`config.mk`:
```
export PLATFORM = sky130hd
export DESIGN_NAME = mem_access_ctrl
export DESIGN_NICKNAME = d
export VERILOG_FILES = /design/src/rtl/mem_access_ctrl.sv
export SDC_FILE = /design/constraint.sdc
export NUM_CORES = 1
export LEC_CHECK = 0
export BUFFER_PORTS_ARGS = -buffer_cell sky130_fd_sc_hd__buf_2
export CAP_MARGIN = 15
export CORE_ASPECT_RATIO = 0.7
export CORE_MARGIN = 2
export CORE_UTILIZATION = 50
export DETAILED_ROUTE_END_ITERATION = 16
export PLACE_DENSITY = 0.77
export SETUP_SLACK_MARGIN = 0.4
export SYNTH_ARGS = -nofsm -noshare
export SYNTH_HDL_FRONTEND = slang
export SYNTH_SLANG_ARGS = --single-unit
```
`constraint.sdc`:
```
create_clock -name Clk -period 15.83 [get_ports Clk]
set_input_delay 1.583 -clock Clk [delete_from_list [all_inputs] [get_ports Clk]]
set_output_delay 1.583 -clock Clk [all_outputs]
set_load 0.01 [all_outputs]
```
`src/rtl/mem_access_ctrl.sv`:
```
// Memory access controller between the CPU datapath and ram_256.
// Splits doublewords into two big-endian word accesses and completes the MFC handshake.
module mem_access_ctrl #(
  parameter int SYNC_STAGES = 2,
  parameter int MIN_WAIT    = 2,
  parameter int TIMEOUT     = 0
) (
  input  logic        Clk,
  input  logic        nReset,
  input  logic        Req,
  input  logic        RW,
  input  logic [1:0]  Size,
  input  logic        Signed,
  input  logic [7:0]  Addr,
  input  logic [63:0] WData,
  output logic        Busy,
  output logic        Done,
  output logic        Fault,
  output logic [63:0] RData,
  output logic        MemEnable,
  output logic        MemReadWrite,
  output logic [7:0]  MemAddress,
  output logic [32:0] MemDataIn,
  output logic [1:0]  MemSize,
  input  logic [31:0] MemDataOut,
  input  logic        MemMFC
);

  localparam int CW = 16;
  localparam logic [CW-1:0] MIN_W   = CW'(MIN_WAIT);
  localparam logic [CW-1:0] TO_W    = CW'(TIMEOUT);
  localparam logic [CW-1:0] CNT_MAX = '1;

  typedef enum logic [2:0] {
    IDLE    = 3'd0,
    SETUP   = 3'd1,
    ACCESS  = 3'd2,
    RELEASE = 3'd3,
    DONE    = 3'd4
  } state_t;

  state_t state, state_nxt;

  logic                   rw_q;
  logic                   sgn_q;
  logic [1:0]             size_q;
  logic [7:0]             addr_q;
  logic [63:0]            wdata_q;
  logic [31:0]            rdata_hi_q;
  logic                   second_q;
  logic                   fault_q;
  logic [CW-1:0]          wait_cnt;
  logic [CW-1:0]          elapsed;
  logic [SYNC_STAGES-1:0] mfc_sync;
  logic                   mfc_s;
  logic                   bus_active;
  logic                   acc_ok;
  logic                   acc_to;
  logic                   req_mis;
  logic [7:0]             cur_addr;
  logic [31:0]            wr_word;

  function automatic logic misaligned(input logic [1:0] sz, input logic [7:0] a);
    case (sz)
      2'b01:   return a[0];
      2'b10:   return |a[1:0];
      2'b11:   return |a[2:0];
      default: return 1'b0;
    endcase
  endfunction

  // Right-justified load result, sign- or zero-extended from the access width.
  function automatic logic [63:0] extend(input logic [31:0] d, input logic [1:0] sz,
                                         input logic sgn);
    logic signed [63:0] r;
    case (sz)
      2'b00:   r = sgn ? {{56{d[7]}}, d[7:0]}   : {56'd0, d[7:0]};
      2'b01:   r = sgn ? {{48{d[15]}}, d[15:0]} : {48'd0, d[15:0]};
      default: r = sgn ? {{32{d[31]}}, d[31:0]} : {32'd0, d[31:0]};
    endcase
    return r;
  endfunction

  assign mfc_s      = mfc_sync[SYNC_STAGES-1];
  assign req_mis    = misaligned(Size, Addr);
  assign elapsed    = (wait_cnt == CNT_MAX) ? CNT_MAX : wait_cnt + 1'b1;
  assign bus_active = (state == SETUP) || (state == ACCESS);
  assign cur_addr   = second_q ? addr_q + 8'd4 : addr_q;

  always_comb begin
    wr_word = '0;
    case (size_q)
      2'b00:   wr_word = {24'd0, wdata_q[7:0]};
      2'b01:   wr_word = {16'd0, wdata_q[15:0]};
      2'b10:   wr_word = wdata_q[31:0];
      default: wr_word = second_q ? wdata_q[31:0] : wdata_q[63:32];
    endcase
  end

  assign MemEnable    = (state == ACCESS);
  assign MemReadWrite = bus_active & rw_q;
  assign MemAddress   = bus_active ? cur_addr : 8'd0;
  assign MemSize      = bus_active ? ((size_q == 2'b11) ? 2'b10 : size_q) : 2'b00;
  assign MemDataIn    = bus_active ? {1'b0, wr_word} : 33'd0;
  assign Busy         = (state != IDLE);
  assign Done         = (state == DONE);
  assign Fault        = Done & fault_q;

  always_comb begin
    state_nxt = state;
    acc_ok    = 1'b0;
    acc_to    = 1'b0;
    case (state)
      IDLE:    if (Req) state_nxt = req_mis ? DONE : SETUP;
      SETUP:   state_nxt = ACCESS;
      ACCESS: begin
        // Stale MFC from the previous access is masked only by the minimum wait.
        if ((elapsed >= MIN_W) && mfc_s) begin
          acc_ok    = 1'b1;
          state_nxt = RELEASE;
        end else if ((TO_W != '0) && (elapsed >= TO_W)) begin
          acc_to    = 1'b1;
          state_nxt = RELEASE;
        end
      end
      RELEASE: state_nxt = ((size_q == 2'b11) && !second_q && !fault_q) ? SETUP : DONE;
      DONE:    state_nxt = IDLE;
      default: state_nxt = IDLE;
    endcase
  end

  always_ff @(posedge Clk or negedge nReset) begin
    if (!nReset) begin
      state    <= IDLE;
      fault_q  <= 1'b0;
      second_q <= 1'b0;
      wait_cnt <= '0;
      mfc_sync <= '0;
      RData    <= '0;
    end else begin
      state    <= state_nxt;
      mfc_sync <= {mfc_sync[SYNC_STAGES-2:0], MemMFC};
      wait_cnt <= (state == ACCESS) ? elapsed : '0;
      case (state)
        IDLE: begin
          if (Req) begin
            fault_q  <= req_mis;
            second_q <= 1'b0;
          end
        end
        ACCESS: begin
          if (acc_to) fault_q <= 1'b1;
          // A dword result is committed only once both halves have landed.
          if (acc_ok && rw_q) begin
            if (size_q == 2'b11) begin
              if (second_q) RData <= {rdata_hi_q, MemDataOut};
            end else begin
              RData <= extend(MemDataOut, size_q, sgn_q);
            end
          end
        end
        RELEASE: if (state_nxt == SETUP) second_q <= 1'b1;
        default: ;
      endcase
    end
  end

  always_ff @(posedge Clk) begin
    if ((state == IDLE) && Req) begin
      rw_q    <= RW;
      size_q  <= Size;
      sgn_q   <= Signed;
      addr_q  <= Addr;
      wdata_q <= WData;
    end
    if ((state == ACCESS) && acc_ok && rw_q && (size_q == 2'b11) && !second_q)
      rdata_hi_q <= MemDataOut;
  end

endmodule
```
# == After elaboration in Yosys (flattened, before gate mapping) ==
# Cells that the tools add are included.
# op_classes
n_addsub,2
magnitude_cmp,1
eq_ne,15
muxes,26
bitwise_logic,2
reduce_logical,21
# ops
cell,n
$mux 64,5
$pmux 64 s2,1
$pmux 32 s3,1
$mux 32,2
$mux 16,2
$add 16x1->16 const B,1
$eq 16x16->1 const B,1
$ge 16x2->1 const B,1
$mux 8,2
$mux 3,4
$pmux 3 s4,1
$logic_and 1x1->1,9
$add 8x3->8 const B,1
$eq 2x2->1 const B,4
$eq 3x1->1 const B,2
$eq 3x2->1 const B,2
$ne 2x2->1 const B,3
$reduce_and 3->1,2
$eq 2x1->1 const B,2
$mux 1,4
$mux 2,2
$eq 3x3->1 const B,1
$logic_not 3->1,1
$pmux 1 s3,1
other kinds (10),12
# totals
ff_bits,195
input_bits,112
out_inout_bits,112

# == Longest topological paths before layout ==
# Gate-level depths: netlist (run 1).
# logic_depth
ltp_word,10
ltp_mapped,10
mapped_depth_nobuf,7

# == Least setup slack after synthesis (run 1) ==
# Ideal clock, no wire load.
# synth_path
kind,register to register
start,register wait_cnt[9]
end,register rdata_hi_q[0] (enable)
t_arrival_ns,5.004
required_time_ns,15.317
setup_slack_ns,10.313
stages_incl_launch_ff,8
n_path_buf,1
synth_period_minus_slack_ns,5.517
path_cell_list,dfrtp_1 -> clkbuf_1 -> nand4_1 -> or4_4 -> nor3b_1 -> o2111ai_2 -> or2_1 -> nor4b_1
# synth_between
elab_chain_len,10
word_cells_on_any_way,11
classes_between,add/sub: 1; order compare: 1; eq/ne: 1; mux: 3; reduce/logical: 5
# synth_rtl
element,line_no,rtl
start: declaration,52,logic [CW-1:0] wait_cnt;
start signal: assignment,143,wait_cnt <= (state == ACCESS) ? elapsed : '0;
$add 16x1->16 / $eq 16x16->1 (equally long branches),86,assign elapsed = (wait_cnt == CNT_MAX) ? CNT_MAX : wait_cnt + 1'b1;
$mux 16 (*),86,
$ge 16x2->1 (*),118,if ((elapsed >= MIN_W) && mfc_s) begin
$logic_and 1x1->1 (*),118,
$mux 1 (*),118,
$mux 1 (*),113,case (state)
$logic_and 1x1->1 (*) (4 in a row),176,if ((state == ACCESS) && acc_ok && rw_q && (size_q == 2'b11) && !second_q)
end signal: assignment,177,rdata_hi_q <= MemDataOut;
end: declaration,49,logic [31:0] rdata_hi_q;
# Every way passes the cells marked *; elsewhere a longest branch is shown, timed or not.
# A chain may end at the register's enable or synchronous reset.

# == Worst setup path in the final report (run 1) ==
# layout_path
start,register size_q[0]
end,output port MemDataIn[2]
# layout_between
elab_chain_len,3
word_cells_on_any_way,5
classes_between,eq/ne: 2; mux: 2; reduce/logical: 1
# layout_rtl
element,line_no,rtl
start: declaration,46,logic [1:0] size_q;
start signal: assignment,171,size_q <= Size;
"$eq 2x2->1, or another cell as far along",92,case (size_q)
$pmux 32 s3 (*),92,
$mux 32 (*),104,"assign MemDataIn = bus_active ? {1'b0, wr_word} : 33'd0;"
end: declaration,23,"output logic [32:0] MemDataIn,"
# Marks and branches as above.

==> metrics.txt, run 1 <==
cells after synthesis between 600 and 700; Worst EP arrival 2.65 ns; Final Instance Area 0.00998 mm²; ys async rst share 0.446; number of global-route vias before repair about 5700; Placed Cells 1051; Post-synth EDFFs 108; first-pass GRT wire length roughly 30000 µm; post-layout util 0.636; GRT Total Usage 0.228; status completed; Worst setup SP type flop; yosys warns 0; Starting Density 0.518; Synth-to-Final Area Change 22.7%; final worst-path cycle share 0.268; Post-Route Skew approximately 0.011 ns; Worst Path Buf+Inv 2; Unique masters post-synth 50; Pins Over Slew Limit 0; clock root buffer clkbuf_16; mean post-synth cell area between 10 and 15 µm²; post-DR vias/cell 5.33; Routed WL 19200 µm; dominant synthesized flop cell edfxtp_1; fin worst setup slack 11.59 ns; Crit-path slowest cell edfxtp_1; num rows 38; CP Max Fanout 18; core area 0.0157 mm²; Hold Buf Count CTS 0; pin count of the biggest net entering global routing 78; vias after detailed routing a little under 6000; die area 0.0173 mm²; Worst Setup Path Type flop to output pin; GRT overflow 0; NumNets Final 986; drt wl/cell approximately 18 µm; fin cells 1085; CP delay by family, top simple AND/OR/NAND/NOR gates; Post-Place Worst Slack about 12 ns; CTS-repair resized insts 0; Post-Syn Nets 779; initial DRC count around 480; CTS tree built; Clock Sinks just under 200; share of cells above drive strength 1 0.320; CP Capture Type output pin; half-perimeter wire length after placement between 10000 and 15000 µm; Setup TNS 0 ns; Worst-Margin Slew 1.02 ns; Final ANT Viol Nets 0; Clock transition at path regs approximately 0.07 ns; post-route minimum period 4.24 ns; Antenna Cells 0; CP cell instances nor2b_1, buf_4, and2_1, nand2_1, a21oi_1, buf_2; DRC 0; Synth Register Bits 195; Post-CTS Setup Bufs 0; initial antenna violation count 1; Hold Crit Class flop to flop; Final setup viols 0; Placed Instance Area 0.00937 mm²; Chip Width about 160 µm; Pre-antenna DRT Iters 4; Peak supply drop 0.107 mV; # port buffers 222; relative slew slack 0.320; Fin. Hold Viols 0; Vert. Die Dim 111 µm; power per standard cell area roughly 160 mW/mm²; slowest stage delay, CP between 0.7 and 0.8 ns; TritonCTS buffer count 17; FMAX ~240 MHz; register area share after synthesis 0.666; LEAKAGE ~4.6 nW; I/O Pins 224; CP required ~14 ns; Max-Cap Viols 0; Cell Area, Synth 0.00813 mm²; clk_lat worst skew around 0.43 ns; H-tree depth 4; Clock Path Buffers 2; unrepaired setup endpoints after global routing no; Final Wtd Congestion between 0.8 and 0.9
## final timing paths
kind | startpoint | endpoint | slack, ns | depth (start not counted)
worst max-delay path | size_q[0] | MemDataIn[2] | 11.59 | 6
worst min-delay path | mfc_sync[0] | mfc_sync[1] | 0.35 | 0
worst max register to register | wait_cnt[0] | RData[2] | 12.57 | 7
worst min register to register | mfc_sync[0] | mfc_sync[1] | 0.35 | 0
max in group asynchronous | nReset | RData[3] | 13.67 | 2
min in group asynchronous | nReset | RData[0] | 1.12 | 1
## through the flow
stage	power (W)	hold slack [ns]
after global routing	0.00167	0.372
after floorplan	0.000980	0.331
after detailed placement	0.00117	0.348
after CTS	0.00159	0.354
after global placement	0.00116	0.340
final	0.00158	0.351
## state kept, by name, indices dropped and copies added, names as in the netlist, 2 cells and up
signal	flops
wait_cnt	16
state	3
mfc_sync	2
size_q	2
rdata_hi_q	32
addr_q	8
RData	64
wdata_q	64
## area by class of cell
type                    instances  area, µm²
clock buffers                  18        429
repair buffers                231       1200
well taps                     200        250
flip-flops and latches        195       5420
inverters                      56        210
clock inverters                14        146
multi-input cells             371       2320
fillers                      1214       5710
## layout by cell type, fill, tap and decap left out, types with 17 or more instances in the layout
master       n
buf_2      221
nand2_1     86
a21oi_1     96
clkbuf_16   17
inv_1       55
o22a_1      32
dfrtp_1     87
edfxtp_1   108
mux2i_1     21
nor2_1      20
## kinds of logic after synthesis
group / after synthesis / share of synthesized area
fa+ha+maj: 2 / 0.00308
mux: 37 / 0.0535
xor+xnor: 14 / 0.0151
other cells: 1 / 0.000461
simple gates: 156 / 0.0891
flops: 195 / 0.666
compound gates: 161 / 0.122
buf+inv: 99 / 0.0509
## layer usage
metal  global-route usage  wire (µm)  vias to the layer above
met2                0.347       8860                      207
met3               0.0794       1570                       18
li1                     -          -                     2765
met1                0.316       8520                     2789
met5                    0         11                        -
met4               0.0581        257                        2
## synthesized netlist by cell type, types with 4 or more instances
| library cell | number | area, µm² |
|---|---|---|
| edfxtp_1 | 108 | 3240 |
| a21oi_1 | 96 | 480 |
| dfrtp_1 | 87 | 2180 |
| nand2_1 | 86 | 323 |
| inv_1 | 56 | 210 |
| o22a_1 | 32 | 280 |
| clkbuf_1 | 29 | 109 |
| mux2i_1 | 21 | 210 |
| nor2_1 | 20 | 75.1 |
| o21ai_0 | 15 | 75.1 |
| mux2_4 | 12 | 180 |
| nand3_1 | 8 | 40.0 |
| xor2_1 | 8 | 70.1 |
| buf_2 | 7 | 35.0 |
| and2_1 | 6 | 37.5 |
| nand4_1 | 6 | 37.5 |
| xnor2_1 | 6 | 52.6 |
| nand2b_1 | 5 | 31.3 |
| mux2_1 | 4 | 45.0 |
| nor3_1 | 4 | 20.0 |
| nor3b_1 | 4 | 30.0 |
## report_power, final
part           switching [W]  internal (W)  leakage [nW]
logic               0.000258      0.000179          2.18
registers          0.0000601      0.000665          2.10
clock network       0.000198      0.000222         0.268
## worst reg2reg max path, cell delays in order (launching register included)
cell	delay, ns
dfrtp_1	0.45
ha_1	0.30
nand3_1	0.26
nor4_1	0.41
mux2i_1	0.17
o2111ai_1	0.24
o21a_4	0.87
mux2_1	0.44
Note: power is estimated with default switching activity, not from simulation.
==> inputs of run 2 (changes only) <==
clock period = 4.3 ns   (was 15.83 ns; I/O delays follow)
==> run 2 against run 1 <==
Wire length up 1.1%. Global-route usage increased by 0.37 points. Cell count grew 0.28%. Register-to-register slack got worse by 12 ns. Highest routed layer unchanged.
==> metrics.txt, run 2 (same netlist as run 1, synthesis figures left out) <==
status completed (unchanged); # port buffers 222 (unchanged); Clock transition at path regs 0.07 ns (about the same); half-perimeter wire length after placement 13300 µm (was 13100 µm); pin count of the biggest net entering global routing 60 (was 78); CP required 4.66 ns (was 14.25 ns); Clock Path Buffers 2 (unchanged); Hold Buf Count CTS 0 (unchanged); Hold Crit Class primary input to async pin (was flop to flop); Fin. Hold Viols 0 (unchanged); Placed Cells 1054 (was 1051); initial DRC count 472 (was 478); TritonCTS buffer count 17 (unchanged); Final Wtd Congestion 0.888 (was 0.806); num rows 38 (unchanged); post-route minimum period approximately 3.5 ns; first-pass GRT wire length 30800 µm (was 30400 µm); overall power 0.00574 W (was 0.00158 W); NumNets Final 988 (was 986); CTS-repair resized insts 0 (unchanged); Worst Setup Path Type flop to flop (was flop to output pin); relative slew slack 0.351 (was 0.320); CTS tree built (unchanged); DRC 0 (unchanged); Worst EP arrival 3.83 ns (was 2.65 ns); Vert. Die Dim 111 µm (unchanged); Peak supply drop 0.311 mV (was 0.107 mV); CP Max Fanout 37 (was 18); initial antenna violation count 2 (was 1); register area 0.00542 mm² (unchanged); share of cells above drive strength 1 0.319 (was 0.320); most frequent cells in the layout buf_2, edfxtp_1, a21oi_1 (unchanged); final worst-path cycle share 0.808; GRT Total Usage 0.232 (was 0.228); Synth-to-Final Area Change 22.3% (was 22.7%); number of global-route vias before repair 5757 (was 5661); I/O Pins 224 (unchanged); die area 0.0173 mm² (unchanged); Worst setup SP type flop (unchanged); LEAKAGE 4.54 nW (was 4.55 nW); Max-Cap Viols 0 (unchanged); fill count 1245 (was 1214); Largest regs RData x64, wdata_q x64, rdata_hi_q x32 (unchanged); Routed WL 19400 µm (was 19200 µm); Pre-antenna DRT Iters 5 (was 4); vias after detailed routing 5835 (was 5781); Starting Density 0.518 (unchanged); H-tree depth 4 (unchanged); Setup TNS 0 ns (unchanged); core area 0.0157 mm² (unchanged); Worst-Margin Slew 0.974 ns (was 1.02 ns); post-DR vias/cell 5.36 (was 5.33); Clock Sinks 195 (unchanged); fin cells 1088 (was 1085); drt wl/cell 17.9 µm (was 17.7 µm); Post-CTS Setup Bufs 0 (unchanged); Chip Width 156 µm (unchanged); Final ANT Viol Nets 0 (unchanged); Post-Route Skew 0.00727 ns (was 0.0106 ns); most common cell after layout, fill and taps aside buf_2 (unchanged); CP Capture Type flop (was output pin); Multi-input gate area 0.00232 mm² (about the same); clock root buffer clkbuf_16 (unchanged); FMAX roughly 290 MHz; Pins Over Slew Limit 0 (unchanged); clk_lat worst skew 0.43 ns (about the same); Final setup viols 0 (unchanged); power per standard cell area 577 mW/mm² (was 159 mW/mm²); unrepaired setup endpoints after global routing no (unchanged); GRT overflow 0 (unchanged)
[run 2: power breakdown]
| part | switching, W | total [W] | internal (W) |
|---|---|---|---|
| logic | 0.000954 | 0.00161 | 0.000658 |
| clock network | 0.000712 | 0.00146 | 0.000744 |
| registers | 0.000227 | 0.00267 | 0.00245 |
[run 2: critical path, cell delays in order (launching register included)]
cell       delay [ns]
dfrtp_1          0.45
ha_1             0.31
nand3_1          0.25
nor4_1           0.39
mux2i_1          0.16
o2111ai_1        0.19
o21a_2           0.85
buf_4            0.53
mux2i_1          0.25
[run 2: final timing paths]
check,startpoint,to,cells past startpoint,slack (ns)
setup / recovery,wait_cnt[0],RData[24],8,0.83
hold / removal,nReset,RData[0],1,0.07
setup reg to reg,wait_cnt[0],RData[24],8,0.83
hold reg to reg,mfc_sync[0],mfc_sync[1],0,0.37
max in group asynchronous,nReset,RData[28],2,3.33
min in group Clk,MemMFC,mfc_sync[0],1,0.10
[run 2: metal layers]
layer | GRT usage | up-vias | share of wire
met5 | 0 | - | 0.00067
met4 | 0.0758 | 2 | 0.015
met3 | 0.0633 | 29 | 0.067
met2 | 0.360 | 220 | 0.48
met1 | 0.319 | 2818 | 0.44
li1 | - | 2766 | -
[run 2: through the flow]
| stage | hold slack (ns) | area, µm² | setup slack (ns) | utilization |
|---|---|---|---|---|
| floorplan | 0.134 | 8150 | 1.13 | - |
| global placement | 0.335 | 9390 | 0.954 | 0.599 |
| detailed placement | 0.354 | 9390 | 0.839 | 0.599 |
| CTS | 0.0856 | 9930 | 0.844 | 0.633 |
| global route | 0.0852 | 9950 | 0.488 | 0.634 |
| finish | 0.0749 | 9950 | 0.826 | 0.634 |
[run 2: layout make-up]
class | instances | area share
Antenna cell | 1 | 0.000252
Inverter | 56 | 0.0211
Sequential cell | 195 | 0.545
Tap cell | 200 | 0.0252
Multi-Input combinational cell | 371 | 0.234
Timing Repair Buffer | 233 | 0.121
Clock inverter | 15 | 0.0113
Clock buffer | 17 | 0.0428
